$ cat src/rtl/wavetable_loader.sv
// Framed byte-stream loader for the wavetable RAM: SYNC, header(wave), 128 samples[, checksum].
// Define WAVETABLE_LOADER_CHECKSUM_EN to add the trailing checksum byte and CHECK state.
module wavetable_loader #(
    parameter logic [7:0]  SYNC_BYTE      = 8'hA5,
    parameter int unsigned TIMEOUT_CYCLES = 65535
) (
    input  logic        i_clock,
    input  logic        i_reset,
    input  logic        i_byte_valid,
    input  logic [7:0]  i_byte,
    output logic        o_byte_ready,
    output logic        o_ram_write_enable,
    output logic [12:0] o_ram_address,
    output logic [7:0]  o_ram_data,
    output logic        o_busy,
    output logic [5:0]  o_active_wave,
    output logic        o_done,
    output logic        o_error
);

`ifdef WAVETABLE_LOADER_CHECKSUM_EN
    typedef enum logic [2:0] {S_IDLE, S_HEADER, S_DATA, S_CHECK, S_DONE} state_t;
`else
    typedef enum logic [2:0] {S_IDLE, S_HEADER, S_DATA, S_DONE} state_t;
`endif

    localparam logic [15:0] TMO_LAST = 16'(TIMEOUT_CYCLES - 1);

    state_t      state_q, state_d;
    logic        ready_q, ready_d;
    logic        we_q, we_d;
    logic [12:0] addr_q, addr_d;
    logic [7:0]  data_q, data_d;
    logic        busy_q, busy_d;
    logic [5:0]  wave_q, wave_d;
    logic        done_q, done_d;
    logic        error_q, error_d;
    logic [6:0]  sample_q, sample_d;
    logic [15:0] tmo_q, tmo_d;
    logic        accept;
    logic        in_frame;
`ifdef WAVETABLE_LOADER_CHECKSUM_EN
    logic [7:0]  sum_q, sum_d;
`endif

    assign accept = i_byte_valid && ready_q;

    always_comb begin
        state_d  = state_q;
        we_d     = 1'b0;
        addr_d   = addr_q;
        data_d   = data_q;
        wave_d   = wave_q;
        sample_d = sample_q;
        tmo_d    = 16'd0;
        error_d  = 1'b0;
`ifdef WAVETABLE_LOADER_CHECKSUM_EN
        sum_d    = sum_q;
        in_frame = (state_q == S_HEADER) || (state_q == S_DATA) || (state_q == S_CHECK);
`else
        in_frame = (state_q == S_HEADER) || (state_q == S_DATA);
`endif

        // An accepted byte always beats an expiring idle timer.
        if (in_frame) begin
            if (accept) begin
                tmo_d = 16'd0;
            end else if (tmo_q == TMO_LAST) begin
                error_d = 1'b1;
                state_d = S_IDLE;
            end else begin
                tmo_d = tmo_q + 16'd1;
            end
        end

        case (state_q)
            S_IDLE: begin
                if (accept && (i_byte == SYNC_BYTE)) begin
                    state_d = S_HEADER;
                end
            end
            S_HEADER: begin
                if (accept) begin
                    if (i_byte[7:6] == 2'b00) begin
                        wave_d   = i_byte[5:0];
                        sample_d = 7'd0;
`ifdef WAVETABLE_LOADER_CHECKSUM_EN
                        sum_d    = 8'd0;
`endif
                        state_d  = S_DATA;
                    end else begin
                        error_d = 1'b1;
                        state_d = S_IDLE;
                    end
                end
            end
            S_DATA: begin
                if (accept) begin
                    we_d   = 1'b1;
                    addr_d = {wave_q, sample_q};
                    data_d = i_byte;
`ifdef WAVETABLE_LOADER_CHECKSUM_EN
                    sum_d  = sum_q + i_byte;
`endif
                    // Counter stops at 127 so a frame can never spill into the next wave.
                    if (sample_q == 7'd127) begin
`ifdef WAVETABLE_LOADER_CHECKSUM_EN
                        state_d = S_CHECK;
`else
                        state_d = S_DONE;
`endif
                    end else begin
                        sample_d = sample_q + 7'd1;
                    end
                end
            end
`ifdef WAVETABLE_LOADER_CHECKSUM_EN
            S_CHECK: begin
                if (accept) begin
                    if (i_byte == sum_q) begin
                        state_d = S_DONE;
                    end else begin
                        error_d = 1'b1;
                        state_d = S_IDLE;
                    end
                end
            end
`endif
            S_DONE: begin
                state_d = S_IDLE;
            end
            default: begin
                state_d = S_IDLE;
            end
        endcase

        // Busy stays up through the error pulse of an aborted frame, then drops.
`ifdef WAVETABLE_LOADER_CHECKSUM_EN
        busy_d = (state_d == S_DATA) || (state_d == S_CHECK) || (state_d == S_DONE)
                 || (error_d && busy_q);
`else
        busy_d = (state_d == S_DATA) || (state_d == S_DONE) || (error_d && busy_q);
`endif
        done_d  = (state_d == S_DONE);
        ready_d = (state_d != S_DONE);
    end

    always_ff @(posedge i_clock) begin
        if (i_reset) begin
            state_q  <= S_IDLE;
            ready_q  <= 1'b0;
            we_q     <= 1'b0;
            addr_q   <= 13'd0;
            data_q   <= 8'd0;
            busy_q   <= 1'b0;
            wave_q   <= 6'd0;
            done_q   <= 1'b0;
            error_q  <= 1'b0;
            sample_q <= 7'd0;
            tmo_q    <= 16'd0;
`ifdef WAVETABLE_LOADER_CHECKSUM_EN
            sum_q    <= 8'd0;
`endif
        end else begin
            state_q  <= state_d;
            ready_q  <= ready_d;
            we_q     <= we_d;
            addr_q   <= addr_d;
            data_q   <= data_d;
            busy_q   <= busy_d;
            wave_q   <= wave_d;
            done_q   <= done_d;
            error_q  <= error_d;
            sample_q <= sample_d;
            tmo_q    <= tmo_d;
`ifdef WAVETABLE_LOADER_CHECKSUM_EN
            sum_q    <= sum_d;
`endif
        end
    end

    assign o_byte_ready       = ready_q;
    assign o_ram_write_enable = we_q;
    assign o_ram_address      = addr_q;
    assign o_ram_data         = data_q;
    assign o_busy             = busy_q;
    assign o_active_wave      = wave_q;
    assign o_done             = done_q;
    assign o_error            = error_q;

endmodule
$ cat config.mk
export PLATFORM = sky130hd
export DESIGN_NAME = wavetable_loader
export DESIGN_NICKNAME = d
export VERILOG_FILES = /design/src/rtl/wavetable_loader.sv
export SDC_FILE = /design/constraint.sdc
export NUM_CORES = 1
export LEC_CHECK = 0
export ABC_AREA = 1
export CELL_PAD_IN_SITES_DETAIL_PLACEMENT = 0
export CELL_PAD_IN_SITES_GLOBAL_PLACEMENT = 1
export CORE_ASPECT_RATIO = 1.25
export CORE_UTILIZATION = 34
export DETAILED_ROUTE_END_ITERATION = 10
export MAX_ROUTING_LAYER = met4
export PLACE_DENSITY_LB_ADDON = 0.1
export SLEW_MARGIN = 20
export SYNTH_ARGS = -nofsm -noshare
export SYNTH_HDL_FRONTEND = slang
export SYNTH_SLANG_ARGS = --single-unit
$ cat constraint.sdc
create_clock -name i_clock -period 1.4 [get_ports i_clock]
set_input_delay 0.28 -clock i_clock [delete_from_list [all_inputs] [get_ports i_clock]]
set_output_delay 0.28 -clock i_clock [all_outputs]
set_load 0.005 [all_outputs]
==> results.toml <==
[placed_design]
hpwlAfterDp_um = 4340
placedInstanceArea_um2 = 3320
gp_congestion = 0.803
dp_cells = 487
place_ws_ns = -0.284
portBuffers = 42

[layout]
fin_util = 0.529
final_area_um2 = 3740
diodes = 0
areaGrowthSynthToFinish_pct = 48.5
n_fill_cell = 717
final_cells = 513
nets = 433
drive_gt1_frac = 0.319

[drt]
vias_per_cell = 4.49
dr.pass1.iters = 4
wl_per_cell_um = 11.8
drtAntennaViolNets = 0
vias = 2301
drt_iter0_markers = 59
wl_um = 6080
drcViolationCount = 0

[run_status]
status = "completed"

[die]
die_y_um = 98.2
ioPinCount = 43
fp.coreArea_um2 = 7060
chipWidth_um = 78.9
start_util = 0.356
num_rows = 34
die_area_um2 = 7750

[timing]
fin_crit_sh = 0.981
hold_viol = 0
worst_slack_ns = 0.0272
fin_skew_ns = 0.00522
fin_crit_ns = 1.37
grt_setup_unrepaired = "true"
setup-violations-final = 0
timing.fmax_ghz = 0.728
finalSetupTns_ns = 0
finalMaxSlewViolations = 0

[cts]
clock-sinks = 58
cts_buffers = 9
cts_tree = "built"
cts-root-buf = "clkbuf_8"
cts_buffer_depth = 2
clk_latency_ns = 0.33
htreeDepth = 3
clk_pin_slew_ns = 0.06

[synthesis]
synth_top_area_cell = "dfxtp_1"
netlist_area_um2 = 2520
synth_nets = 341
synth_area_leaders = "dfxtp_1, nor2_1, nand2_1"
yosysSeqAreaShare = 0.461
synth_area_per_cell_um2 = 7.69
synth.top_cell.area_share = 0.461
ys_types = 37
synthesis.instances = 327
ys_seq_elements = 58
synth_warnings = 0

[hold_path]
min_from = "o_busy"
hp-class = "register to register"
whs_path_depth = 2
hold_path_end = "o_busy"

[global_route]
grt_remaining_overflow = 0
grt_pass1_wl_um = 10400
grt_pass1_vias = 2427
grt_usage = 0.179
antenna_found_initial = 0
grt_max_degree = 31

[worst_setup_path]
setup.worst_path.end_class = "register"
worstPathArrival_ns = 1.62
cp.required_ns = 1.65
regToRegSetupSlack_ns = 0.03
reg2reg_from = "tmo_q[1]"
ff2ff_path_depth = 7
critPathLaunchType = "register"
worst_r2r_endpoint = "tmo_q[14]"
path_max_fanout = 4
criticalPathCategory = "register to register"

[power_and_ir_drop]
cellLeakagePower_nw = 1.76
ir_drop_v = 0.000583
powerDensity_nw_per_um2 = 871

[run]
drv_cap = 0
power breakdown:
part           switching [mW]  internal (mW)  leakage, nW
clock                   0.619          0.856       0.0962
sequential            0.00274           1.65        0.477
combinational          0.0629         0.0625         1.19
total                   0.685           2.57         1.76
registers in the layout, indices dropped and copies added (netlist names), 3 cells and up:
register / flops
state_q: 3
o_active_wave: 6
tmo_q: 16
o_ram_data: 8
o_ram_address: 13
sample_q: 7
metrics by stage:
stage	hold slack (ns)	total power [mW]
floorplan	0.415	1.74
global placement	0.440	1.82
detailed placement	0.447	1.82
CTS	0.456	3.31
global route	0.487	3.41
finish	0.454	3.25
cell usage in the layout, fill, tap and decap left out, types with 2 or more instances in the layout:
| cell | count |
|---|---|
| nand3_4 | 2 |
| nand2_2 | 10 |
| nand2_4 | 5 |
| nor3_1 | 3 |
| o21ai_1 | 16 |
| nor2_1 | 57 |
| a21oi_1 | 16 |
| ha_4 | 2 |
| nor3_4 | 2 |
| nand4_1 | 4 |
| buf_4 | 43 |
| buf_12 | 3 |
| clkbuf_8 | 10 |
| nand2_1 | 43 |
| nand3_2 | 3 |
| xor2_1 | 4 |
| nand3_1 | 11 |
| nor3_2 | 2 |
| o21ai_0 | 13 |
| nor2_2 | 5 |
| clkinv_2 | 2 |
| clkdlybuf4s50_1 | 10 |
| inv_1 | 21 |
| dfxtp_1 | 41 |
| inv_2 | 11 |
| dfxtp_2 | 16 |
| nor2_4 | 6 |
| a21oi_2 | 3 |
| clkbuf_1 | 2 |
| xnor2_1 | 7 |
| dlygate4sd2_1 | 32 |
per-layer routing:
layer,GRT usage,wire (µm),vias up
met1,0.179,2570,1033
met4,0.0741,91,0
met2,0.318,3120,41
met5,-,0,-
li1,-,-,1219
met3,0.0561,290,8
worst max path at each step:
stage | from | end | slack (ns) | cells after the start
floorplan | tmo_q[0] | tmo_q[12] | 0.06 | 7
global placement | i_byte_valid | sample_q[2] | -0.25 | 9
detailed placement | i_byte_valid | sample_q[2] | -0.28 | 9
CTS | tmo_q[0] | tmo_q[7] | -0.004 | 10
global route | tmo_q[1] | tmo_q[10] | -0.09 | 7
finish | tmo_q[1] | tmo_q[14] | 0.03 | 7
cells by family after synthesis:
family | Yosys count | share of synthesized area
AND/OR/NAND/NOR | 159 | 0.303
flip-flops | 58 | 0.461
AO/OA/AOI/OAI | 52 | 0.111
buffers and inverters | 43 | 0.0696
XOR/XNOR | 11 | 0.0383
adder cells (fa/ha/maj) | 3 | 0.0149
other | 1 | 0.00149
cell usage after synthesis:
cell / count
nor2_1: 64
dfxtp_1: 58
nand2_1: 53
inv_1: 22
a21oi_1: 19
o21ai_1: 15
o21ai_0: 14
nand3_1: 13
inv_2: 12
xnor2_1: 7
nor3_1: 5
buf_2: 4
nand2_2: 4
nand4_1: 4
xor2_1: 4
clkbuf_1: 3
ha_1: 3
nand3_4: 2
nor2_2: 2
nor2_4: 2
a21boi_1: 1
a21o_1: 1
a21oi_4: 1
and3_1: 1
buf_4: 1
conb_1: 1
inv_6: 1
nand2_4: 1
nand2_8: 1
nand3_2: 1
nand3b_1: 1
nor2_8: 1
nor3_2: 1
nor3_4: 1
o211ai_1: 1
or2_0: 1
or2_1: 1
cell type report:
cell class | instances | area [µm²] | share of cell area
Clock inverter | 3 | 40.0 | 0.0107
Tap cell | 90 | 113 | 0.0301
Multi-Input combinational cell | 226 | 1330 | 0.355
Sequential cell | 58 | 1180 | 0.317
Timing Repair Buffer | 89 | 774 | 0.207
Clock buffer | 12 | 145 | 0.0388
Inverter | 35 | 151 | 0.0405
critical path, stage by stage, from the launching register on:
cell and delay (ns):
dfxtp_4 0.37, ha_2 0.18, inv_1 0.07, nor3_4 0.23, nand3_2 0.17, nor2_1 0.12
nor2_1 0.05, nor3_1 0.11
repair_timing:
item,4_1_cts,5_1_grt
endpoints found under the setup margin,55,30
resized for setup,52,45
pin swaps,9,14
hold buffers,0,0
setup buffers,5,6
No activity file was read; power rests on OpenSTA's default activity.
